File: src/rtl/amplitude_ratio_meter_if.sv
// Sample-stream and result bus of amplitude_ratio_meter.
// master drives samples and observes results; slave is the meter.
interface amplitude_ratio_meter_if #(
  parameter int unsigned SAMPLE_SIZE         = 12,
  parameter int unsigned AMPLITUDE_DATA_SIZE = 16,
  parameter int unsigned RATIO_DATA_SIZE     = 8
);
  logic                           i_sampleValid;
  logic [SAMPLE_SIZE-1:0]         i_referenceSample;
  logic [SAMPLE_SIZE-1:0]         i_errorSample;
  logic [AMPLITUDE_DATA_SIZE-1:0] o_referenceAmplitude;
  logic [AMPLITUDE_DATA_SIZE-1:0] o_errorAmplitude;
  logic [RATIO_DATA_SIZE-1:0]     o_quotient;
  logic [RATIO_DATA_SIZE-1:0]     o_fractional;
  logic                           o_resultValid;
  logic                           o_busy;
  logic                           o_divByZero;

  modport master (
    output i_sampleValid, i_referenceSample, i_errorSample,
    input  o_referenceAmplitude, o_errorAmplitude, o_quotient, o_fractional,
    input  o_resultValid, o_busy, o_divByZero
  );

  modport slave (
    input  i_sampleValid, i_referenceSample, i_errorSample,
    output o_referenceAmplitude, o_errorAmplitude, o_quotient, o_fractional,
    output o_resultValid, o_busy, o_divByZero
  );
endinterface

File: src/rtl/amplitude_ratio_meter.sv
// Windowed peak-to-peak amplitude meter with Q8.8 error/reference ratio via restoring divider.
// Optional macro AMPLITUDE_AVERAGE_EN: average each amplitude with the previous window's raw amplitude.
module amplitude_ratio_meter #(
  parameter int unsigned SAMPLE_SIZE         = 12,
  parameter int unsigned AMPLITUDE_DATA_SIZE = 16,
  parameter int unsigned RATIO_DATA_SIZE     = 8,
  parameter int unsigned WINDOW_SAMPLES      = 1024
) (
  input  logic i_clock,
  input  logic i_reset,
  input  logic i_enable,
  amplitude_ratio_meter_if.slave bus
);
  localparam int unsigned SW    = SAMPLE_SIZE;
  localparam int unsigned AW    = AMPLITUDE_DATA_SIZE;
  localparam int unsigned RW    = RATIO_DATA_SIZE;
  localparam int unsigned NW    = AW + RW;
  localparam int unsigned CNT_W = (WINDOW_SAMPLES > 1) ? $clog2(WINDOW_SAMPLES) : 1;
  localparam int unsigned BIT_W = $clog2(NW);
  localparam logic [CNT_W-1:0] CNT_LAST = CNT_W'(WINDOW_SAMPLES - 1);
  localparam logic [BIT_W-1:0] BIT_LAST = BIT_W'(NW - 1);

  typedef enum logic [2:0] {S_IDLE, S_ACCUM, S_LATCH, S_DIVIDE, S_PUBLISH} state_t;

  state_t          state_q, state_d;
  logic [CNT_W-1:0] cnt_q, cnt_d;
  logic [SW-1:0]   ref_min_q, ref_min_d, ref_max_q, ref_max_d;
  logic [SW-1:0]   err_min_q, err_min_d, err_max_q, err_max_d;
  logic [AW-1:0]   ref_amp_q, ref_amp_d, err_amp_q, err_amp_d;
  logic [NW-1:0]   num_q, num_d;
  logic [AW:0]     rem_q, rem_d;
  logic [AW-1:0]   div_q, div_d;
  logic [BIT_W-1:0] bit_q, bit_d;
  logic            dbz_pend_q, dbz_pend_d;
  logic [AW-1:0]   ref_out_q, ref_out_d, err_out_q, err_out_d;
  logic [RW-1:0]   quot_q, quot_d, frac_q, frac_d;
  logic            valid_q, valid_d, dbz_q, dbz_d;

  logic [SW-1:0]   ref_span, err_span;
  logic [AW-1:0]   ref_raw, err_raw, ref_use, err_use;
  logic [AW:0]     rem_shift;
  logic            ratio_ovf;

  assign ref_span  = ref_max_q - ref_min_q;
  assign err_span  = err_max_q - err_min_q;
  assign ref_raw   = AW'(ref_span);
  assign err_raw   = AW'(err_span);
  assign rem_shift = {rem_q[AW-1:0], num_q[NW-1]};
  assign ratio_ovf = (num_q >> (2 * RW)) != '0;

`ifdef AMPLITUDE_AVERAGE_EN
  logic [AW-1:0] prev_ref_q, prev_ref_d, prev_err_q, prev_err_d;
  logic          prev_valid_q, prev_valid_d;
  logic [AW:0]   ref_sum, err_sum;

  assign ref_sum = {1'b0, prev_ref_q} + {1'b0, ref_raw};
  assign err_sum = {1'b0, prev_err_q} + {1'b0, err_raw};
  assign ref_use = prev_valid_q ? ref_sum[AW:1] : ref_raw;
  assign err_use = prev_valid_q ? err_sum[AW:1] : err_raw;

  // History keeps raw amplitudes; disabling forgets it so a re-enabled run starts unaveraged.
  always_comb begin
    prev_ref_d   = prev_ref_q;
    prev_err_d   = prev_err_q;
    prev_valid_d = prev_valid_q;
    if (!i_enable) begin
      prev_valid_d = 1'b0;
    end else if (state_q == S_LATCH) begin
      prev_ref_d   = ref_raw;
      prev_err_d   = err_raw;
      prev_valid_d = 1'b1;
    end
  end

  always_ff @(posedge i_clock or posedge i_reset) begin
    if (i_reset) begin
      prev_ref_q   <= '0;
      prev_err_q   <= '0;
      prev_valid_q <= 1'b0;
    end else begin
      prev_ref_q   <= prev_ref_d;
      prev_err_q   <= prev_err_d;
      prev_valid_q <= prev_valid_d;
    end
  end
`else
  assign ref_use = ref_raw;
  assign err_use = err_raw;
`endif

  always_comb begin
    state_d    = state_q;
    cnt_d      = cnt_q;
    ref_min_d  = ref_min_q;
    ref_max_d  = ref_max_q;
    err_min_d  = err_min_q;
    err_max_d  = err_max_q;
    ref_amp_d  = ref_amp_q;
    err_amp_d  = err_amp_q;
    num_d      = num_q;
    rem_d      = rem_q;
    div_d      = div_q;
    bit_d      = bit_q;
    dbz_pend_d = dbz_pend_q;
    ref_out_d  = ref_out_q;
    err_out_d  = err_out_q;
    quot_d     = quot_q;
    frac_d     = frac_q;
    dbz_d      = dbz_q;
    valid_d    = 1'b0;
    if (!i_enable) begin
      state_d = S_IDLE;
      cnt_d   = '0;
    end else begin
      case (state_q)
        S_IDLE: begin
          state_d = S_ACCUM;
          cnt_d   = '0;
        end
        S_ACCUM: begin
          if (bus.i_sampleValid) begin
            if (cnt_q == '0) begin
              ref_min_d = bus.i_referenceSample;
              ref_max_d = bus.i_referenceSample;
              err_min_d = bus.i_errorSample;
              err_max_d = bus.i_errorSample;
            end else begin
              if (bus.i_referenceSample < ref_min_q) ref_min_d = bus.i_referenceSample;
              if (bus.i_referenceSample > ref_max_q) ref_max_d = bus.i_referenceSample;
              if (bus.i_errorSample < err_min_q) err_min_d = bus.i_errorSample;
              if (bus.i_errorSample > err_max_q) err_max_d = bus.i_errorSample;
            end
            if (cnt_q == CNT_LAST) begin
              cnt_d   = '0;
              state_d = S_LATCH;
            end else begin
              cnt_d = cnt_q + 1'b1;
            end
          end
        end
        S_LATCH: begin
          ref_amp_d  = ref_use;
          err_amp_d  = err_use;
          num_d      = {err_use, {RW{1'b0}}};
          rem_d      = '0;
          div_d      = ref_use;
          bit_d      = '0;
          dbz_pend_d = (ref_use == '0);
          state_d    = (ref_use == '0) ? S_PUBLISH : S_DIVIDE;
        end
        S_DIVIDE: begin
          // num_q shifts out numerator bits at the top and collects quotient bits at the bottom.
          if (rem_shift >= {1'b0, div_q}) begin
            rem_d = rem_shift - {1'b0, div_q};
            num_d = {num_q[NW-2:0], 1'b1};
          end else begin
            rem_d = rem_shift;
            num_d = {num_q[NW-2:0], 1'b0};
          end
          bit_d = bit_q + 1'b1;
          if (bit_q == BIT_LAST) state_d = S_PUBLISH;
        end
        S_PUBLISH: begin
          ref_out_d = ref_amp_q;
          err_out_d = err_amp_q;
          dbz_d     = dbz_pend_q;
          valid_d   = 1'b1;
          if (dbz_pend_q || ratio_ovf) begin
            quot_d = '1;
            frac_d = '1;
          end else begin
            quot_d = num_q[2*RW-1:RW];
            frac_d = num_q[RW-1:0];
          end
          cnt_d   = '0;
          state_d = S_ACCUM;
        end
        default: state_d = S_IDLE;
      endcase
    end
  end

  always_ff @(posedge i_clock or posedge i_reset) begin
    if (i_reset) begin
      state_q    <= S_IDLE;
      cnt_q      <= '0;
      ref_min_q  <= '0;
      ref_max_q  <= '0;
      err_min_q  <= '0;
      err_max_q  <= '0;
      ref_amp_q  <= '0;
      err_amp_q  <= '0;
      num_q      <= '0;
      rem_q      <= '0;
      div_q      <= '0;
      bit_q      <= '0;
      dbz_pend_q <= 1'b0;
      ref_out_q  <= '0;
      err_out_q  <= '0;
      quot_q     <= '0;
      frac_q     <= '0;
      valid_q    <= 1'b0;
      dbz_q      <= 1'b0;
    end else begin
      state_q    <= state_d;
      cnt_q      <= cnt_d;
      ref_min_q  <= ref_min_d;
      ref_max_q  <= ref_max_d;
      err_min_q  <= err_min_d;
      err_max_q  <= err_max_d;
      ref_amp_q  <= ref_amp_d;
      err_amp_q  <= err_amp_d;
      num_q      <= num_d;
      rem_q      <= rem_d;
      div_q      <= div_d;
      bit_q      <= bit_d;
      dbz_pend_q <= dbz_pend_d;
      ref_out_q  <= ref_out_d;
      err_out_q  <= err_out_d;
      quot_q     <= quot_d;
      frac_q     <= frac_d;
      valid_q    <= valid_d;
      dbz_q      <= dbz_d;
    end
  end

  assign bus.o_referenceAmplitude = ref_out_q;
  assign bus.o_errorAmplitude     = err_out_q;
  assign bus.o_quotient           = quot_q;
  assign bus.o_fractional         = frac_q;
  assign bus.o_resultValid        = valid_q;
  assign bus.o_divByZero          = dbz_q;
  assign bus.o_busy = (state_q == S_LATCH) || (state_q == S_DIVIDE) || (state_q == S_PUBLISH);
endmodule

File: src/flat_wrapper.sv
// flat-port wrapper written by rule: the top's interface ports become plain ports
module amplitude_ratio_meter_flat 
#(
  parameter int unsigned SAMPLE_SIZE         = 12,
  parameter int unsigned AMPLITUDE_DATA_SIZE = 16,
  parameter int unsigned RATIO_DATA_SIZE     = 8,
  parameter int unsigned WINDOW_SAMPLES      = 1024
)
  (i_clock, i_reset, i_enable, bus_i_sampleValid, bus_i_referenceSample, bus_i_errorSample, bus_o_referenceAmplitude, bus_o_errorAmplitude, bus_o_quotient, bus_o_fractional, bus_o_resultValid, bus_o_busy, bus_o_divByZero);
  amplitude_ratio_meter_if #(.SAMPLE_SIZE(SAMPLE_SIZE), .AMPLITUDE_DATA_SIZE(AMPLITUDE_DATA_SIZE), .RATIO_DATA_SIZE(RATIO_DATA_SIZE)) bus_i ();
  input  logic i_clock;
  input  logic i_reset;
  input  logic i_enable;
  input wire logic [$bits(bus_i.i_sampleValid)-1:0] bus_i_sampleValid;
  input wire logic [$bits(bus_i.i_referenceSample)-1:0] bus_i_referenceSample;
  input wire logic [$bits(bus_i.i_errorSample)-1:0] bus_i_errorSample;
  output wire logic [$bits(bus_i.o_referenceAmplitude)-1:0] bus_o_referenceAmplitude;
  output wire logic [$bits(bus_i.o_errorAmplitude)-1:0] bus_o_errorAmplitude;
  output wire logic [$bits(bus_i.o_quotient)-1:0] bus_o_quotient;
  output wire logic [$bits(bus_i.o_fractional)-1:0] bus_o_fractional;
  output wire logic [$bits(bus_i.o_resultValid)-1:0] bus_o_resultValid;
  output wire logic [$bits(bus_i.o_busy)-1:0] bus_o_busy;
  output wire logic [$bits(bus_i.o_divByZero)-1:0] bus_o_divByZero;
  assign bus_i.i_sampleValid = bus_i_sampleValid;
  assign bus_i.i_referenceSample = bus_i_referenceSample;
  assign bus_i.i_errorSample = bus_i_errorSample;
  assign bus_o_referenceAmplitude = bus_i.o_referenceAmplitude;
  assign bus_o_errorAmplitude = bus_i.o_errorAmplitude;
  assign bus_o_quotient = bus_i.o_quotient;
  assign bus_o_fractional = bus_i.o_fractional;
  assign bus_o_resultValid = bus_i.o_resultValid;
  assign bus_o_busy = bus_i.o_busy;
  assign bus_o_divByZero = bus_i.o_divByZero;
  amplitude_ratio_meter #(.SAMPLE_SIZE(SAMPLE_SIZE), .AMPLITUDE_DATA_SIZE(AMPLITUDE_DATA_SIZE), .RATIO_DATA_SIZE(RATIO_DATA_SIZE), .WINDOW_SAMPLES(WINDOW_SAMPLES)) u_core (.i_clock(i_clock), .i_reset(i_reset), .i_enable(i_enable), .bus(bus_i));
endmodule
File: config.mk
export PLATFORM = sky130hd
export DESIGN_NAME = amplitude_ratio_meter_flat
export DESIGN_NICKNAME = d
export VERILOG_FILES = /design/src/rtl/amplitude_ratio_meter_if.sv /design/src/rtl/amplitude_ratio_meter.sv /design/src/flat_wrapper.sv
export SDC_FILE = /design/constraint.sdc
export NUM_CORES = 1
export LEC_CHECK = 0
export CAP_MARGIN = 30
export CORE_ASPECT_RATIO = 0.9
export CORE_MARGIN = 2
export CORE_UTILIZATION = 65
export CTS_BUF_LIST = sky130_fd_sc_hd__clkbuf_8
export CTS_CLUSTER_SIZE = 10
export DETAILED_ROUTE_END_ITERATION = 6
export PLACE_DENSITY = 0.88
export SLEW_MARGIN = 5
export SYNTH_ARGS = -nofsm -noshare
export SYNTH_HDL_FRONTEND = slang
export SYNTH_SLANG_ARGS = --single-unit
File: constraint.sdc
create_clock -name i_clock -period 14.42 [get_ports i_clock]
set_input_delay 2.884 -clock i_clock [delete_from_list [all_inputs] [get_ports i_clock]]
set_output_delay 2.884 -clock i_clock [all_outputs]
set_load 0.01 [all_outputs]
==> impl_metrics.yaml <==
worst_setup_path:
  arrival_ns: 5.70
  start_kind: "input pin"
  critPathKind: "in2reg"
  setup.worst_path.end_class: "register"
  crit_slowest_cell: "a21oi_2"
  cp_max_fo: 12
  cp_common_cell: "a21o_1"
  path_cells: "clkdlybuf4s50_1, ha_1, a21o_1, a21o_1, a2111oi_0, o21a_1, o21ai_1, a21oi_2, mux2_2"
  slowest_delay_ns: 0.55
  critPathBufInv: 1
  required_ns: 14.78
  crit_family: "compound AO/OA/AOI/OAI gates"
sta:
  hold_violations: 0
  fin_ws_ns: 9.08
  fin_crit_ns: 5.34
  tns_ns: 0
  rsz0062_at_grt: "false"
  tightest_slew_ns: 1.04
  period_share_pct: 37.0
  timing.slew.headroom_pct: 30.8
  final-max-slew-violation-count: 0
  clock.fmax_mhz: 187
  fin_skew_ns: 0.00925
  setup_viol: 0
yosys:
  synth_edf_count: 0
  async_flop_share_pct: 100
  ys_seq_elements: 173
  synth_cells: 982
  synth_ff_type: "dfrtp_1"
  ys_types: 77
  syn_area_per_cell_um2: 10.2
  ys_warn_count: 0
  netlist_area_um2: 10000
  yosysSeqAreaShare_pct: 43.2
global_routing:
  grt_pass1_vias: 7215
  overflow: 0
  track_usage_pct: 27.6
  antenna_found_initial: 0
  grt_pass1_wl_um: 35600
  grt_max_degree: 61
cts:
  cts_buffer_depth: 2
  cts_max_level: 4
  cts_setup_buffers: 0
  root_buffer: "clkbuf_8"
  cts-buffers-inserted: 17
  ctsResizeCount: 0
  cts_tree: "yes"
  cts_hold_buf: 0
  clock_latency_ns: 0.47
  cts_sinks: 173
  path_clk_slew_ns: 0.09
detailed_routing:
  first_pass_iters: 5
  vias_per_cell: 6.07
  drt_wl_total_um: 21600
  routedWlPerCell_um: 17.1
  drt_iter0_markers: 595
  ant_nets: 0
  via_count: 7656
  drc: 0
cells_and_area:
  finalNonFillerCells: 1262
  regArea_um2: 4330
  area_growth_pct: 12.6
  drive_gt1_share_pct: 12.5
  diodes: 0
  multi_input_comb_area_um2: 5250
  final_core_util_pct: 74.1
  nNetsFinal: 1161
  fill_cells: 1062
  final_area_um2: 11300
placed_design:
  dp.cells: 1229
  post_dp_cell_area_um2: 10900
  post-dp-hpwl_um: 15300
  portBuffers: 70
  place_ws_ns: 8.44
  gp_congestion: 0.894
flow_run:
  maxCapViolations: 0
worst_hold_path:
  hold_class: "reg2reg"
floorplanning:
  core_um2: 15200
  row_count: 43
  die_y_um: 122
  dieArea_um2: 16400
  ioPinCount: 79
  initial_core_util_pct: 65.8
  die_x_um: 135
power_and_ir_drop:
  power_density_nw_per_um2: 120
  p_leak_nw: 5.41
  ir_worst_vdd_v: 0.0000944
run_status:
  status: "complete, no violations"
metal layers:
metal	global-route usage (%)	up-vias	share of wire [%]
li1	-	3643	-
met1	39.4	3762	46
met2	43.5	210	47
met3	4.70	41	4.8
met4	8.75	0	2.2
met5	0	-	0
layout make-up:
| class | instances | share of cell area, % |
|---|---|---|
| Multi-Input combinational cell | 706 | 46.5 |
| Clock inverter | 13 | 1.12 |
| Tap cell | 202 | 2.24 |
| Sequential cell | 173 | 38.4 |
| Timing Repair Buffer | 78 | 7.03 |
| Clock buffer | 19 | 2.32 |
| Inverter | 71 | 2.41 |
path summary, 6_finish.rpt:
| path | from | endpoint | slack, ns | cells after the start |
|---|---|---|---|---|
| hold / removal | u_core.err_amp_q[10]$_DFFE_PP0P_ | u_core.err_amp_q[10]$_DFFE_PP0P_ | 0.49 | 2 |
| max in group asynchronous | i_reset | u_core.err_max_q[11]$_DFFE_PP0P_ | 10.18 | 4 |
| setup / recovery | bus_i_errorSample[5] | u_core.err_min_q[1]$_DFFE_PP0P_ | 9.08 | 9 |
| min in group asynchronous | i_reset | u_core.bus.o_fractional[5]$_DFFE_PP0P_ | 2.82 | 2 |
| hold reg to reg | u_core.err_amp_q[10]$_DFFE_PP0P_ | u_core.err_amp_q[10]$_DFFE_PP0P_ | 0.49 | 2 |
| setup reg to reg | u_core.state_q[0]$_DFFE_PP0P_ | u_core.bus.o_quotient[4]$_DFFE_PP0P_ | 11.15 | 5 |
sequential cells by signal, summed over array words and instances (netlist names):
signal and cells:
u_core.cnt_q 10, u_core.bit_q 5, u_core.err_amp_q 12, u_core.state_q 3
u_core.ref_min_q 12, u_core.err_max_q 12, u_core.ref_amp_q 12, u_core.err_min_q 12
u_core.bus.o_resultValid 1, u_core.bus.o_divByZero 1, u_core.bus.o_errorAmplitude 12, u_core.ref_max_q 12
u_core.dbz_pend_q 1, u_core.rem_q 16, u_core.num_q 24, u_core.bus.o_quotient 8
u_core.bus.o_fractional 8, u_core.bus.o_referenceAmplitude 12
cells in the final DEF (no fill, tap or decap), types with 8 or more instances in the layout:
cell,synthesis,final
dfrtp_1,173,173
o21ai_1,13,13
a31oi_1,9,9
a21oi_1,24,24
xor2_1,12,12
o21a_1,18,18
mux2i_1,13,13
nand3_1,24,24
conb_1,1,8
clkbuf_8,0,19
clkdlybuf4s50_1,0,70
o21ai_0,69,69
nand2_1,104,104
xnor2_1,12,12
o22ai_1,8,8
nor3_1,20,20
mux2_2,63,63
nor2b_1,12,12
a21o_1,22,22
nand4_1,13,13
and3_1,13,12
nand2b_1,8,8
ha_1,83,83
mux2_4,10,10
nor2_1,42,42
o22a_1,16,16
inv_1,70,70
worst min-delay path, delay by kind of cell, from the launching register on:
family / cells / cell delay, ns
compound gates: 1 / 0.06
flops: 1 / 0.35
simple gates: 1 / 0.05
synthesized netlist by cell type, types with 16 or more instances:
cell type,number,area [um2]
a21o_1,22,165
a21oi_1,24,120
clkbuf_1,24,90.1
dfrtp_1,173,4330
ha_1,83,1040
inv_1,70,263
mux2_2,63,709
nand2_1,104,390
nand3_1,24,120
nor2_1,42,158
nor3_1,20,100
o21a_1,18,135
o21ai_0,69,345
o22a_1,16,140
cell families after synthesis:
family                     synth area share [%]
AOI/OAI and AO/OA                          15.6
xor gates and xnor gates                   2.10
adders and majority gates                  11.0
buffers and inverters                      4.73
DFF                                        43.2
muxes                                      10.1
other                                    0.0374
and+or+nand+nor                            13.2
stage by stage:
step | total power (W) | hold WS [ns]
after floorplan | 0.000894 | 0.440
after global placement | 0.000977 | 0.457
after detailed placement | 0.000996 | 0.467
after CTS | 0.00135 | 0.487
after global routing | 0.00143 | 0.517
final | 0.00135 | 0.488
power breakdown:
group	switching (W)	internal (W)	total (W)	leakage (nW)
registers	0.0000307	0.000519	0.000550	2.30
clock network	0.000192	0.000150	0.000342	0.198
logic	0.000253	0.000203	0.000457	2.92
total	0.000476	0.000872	0.00135	5.41
Power figures use the tool's default switching activity.
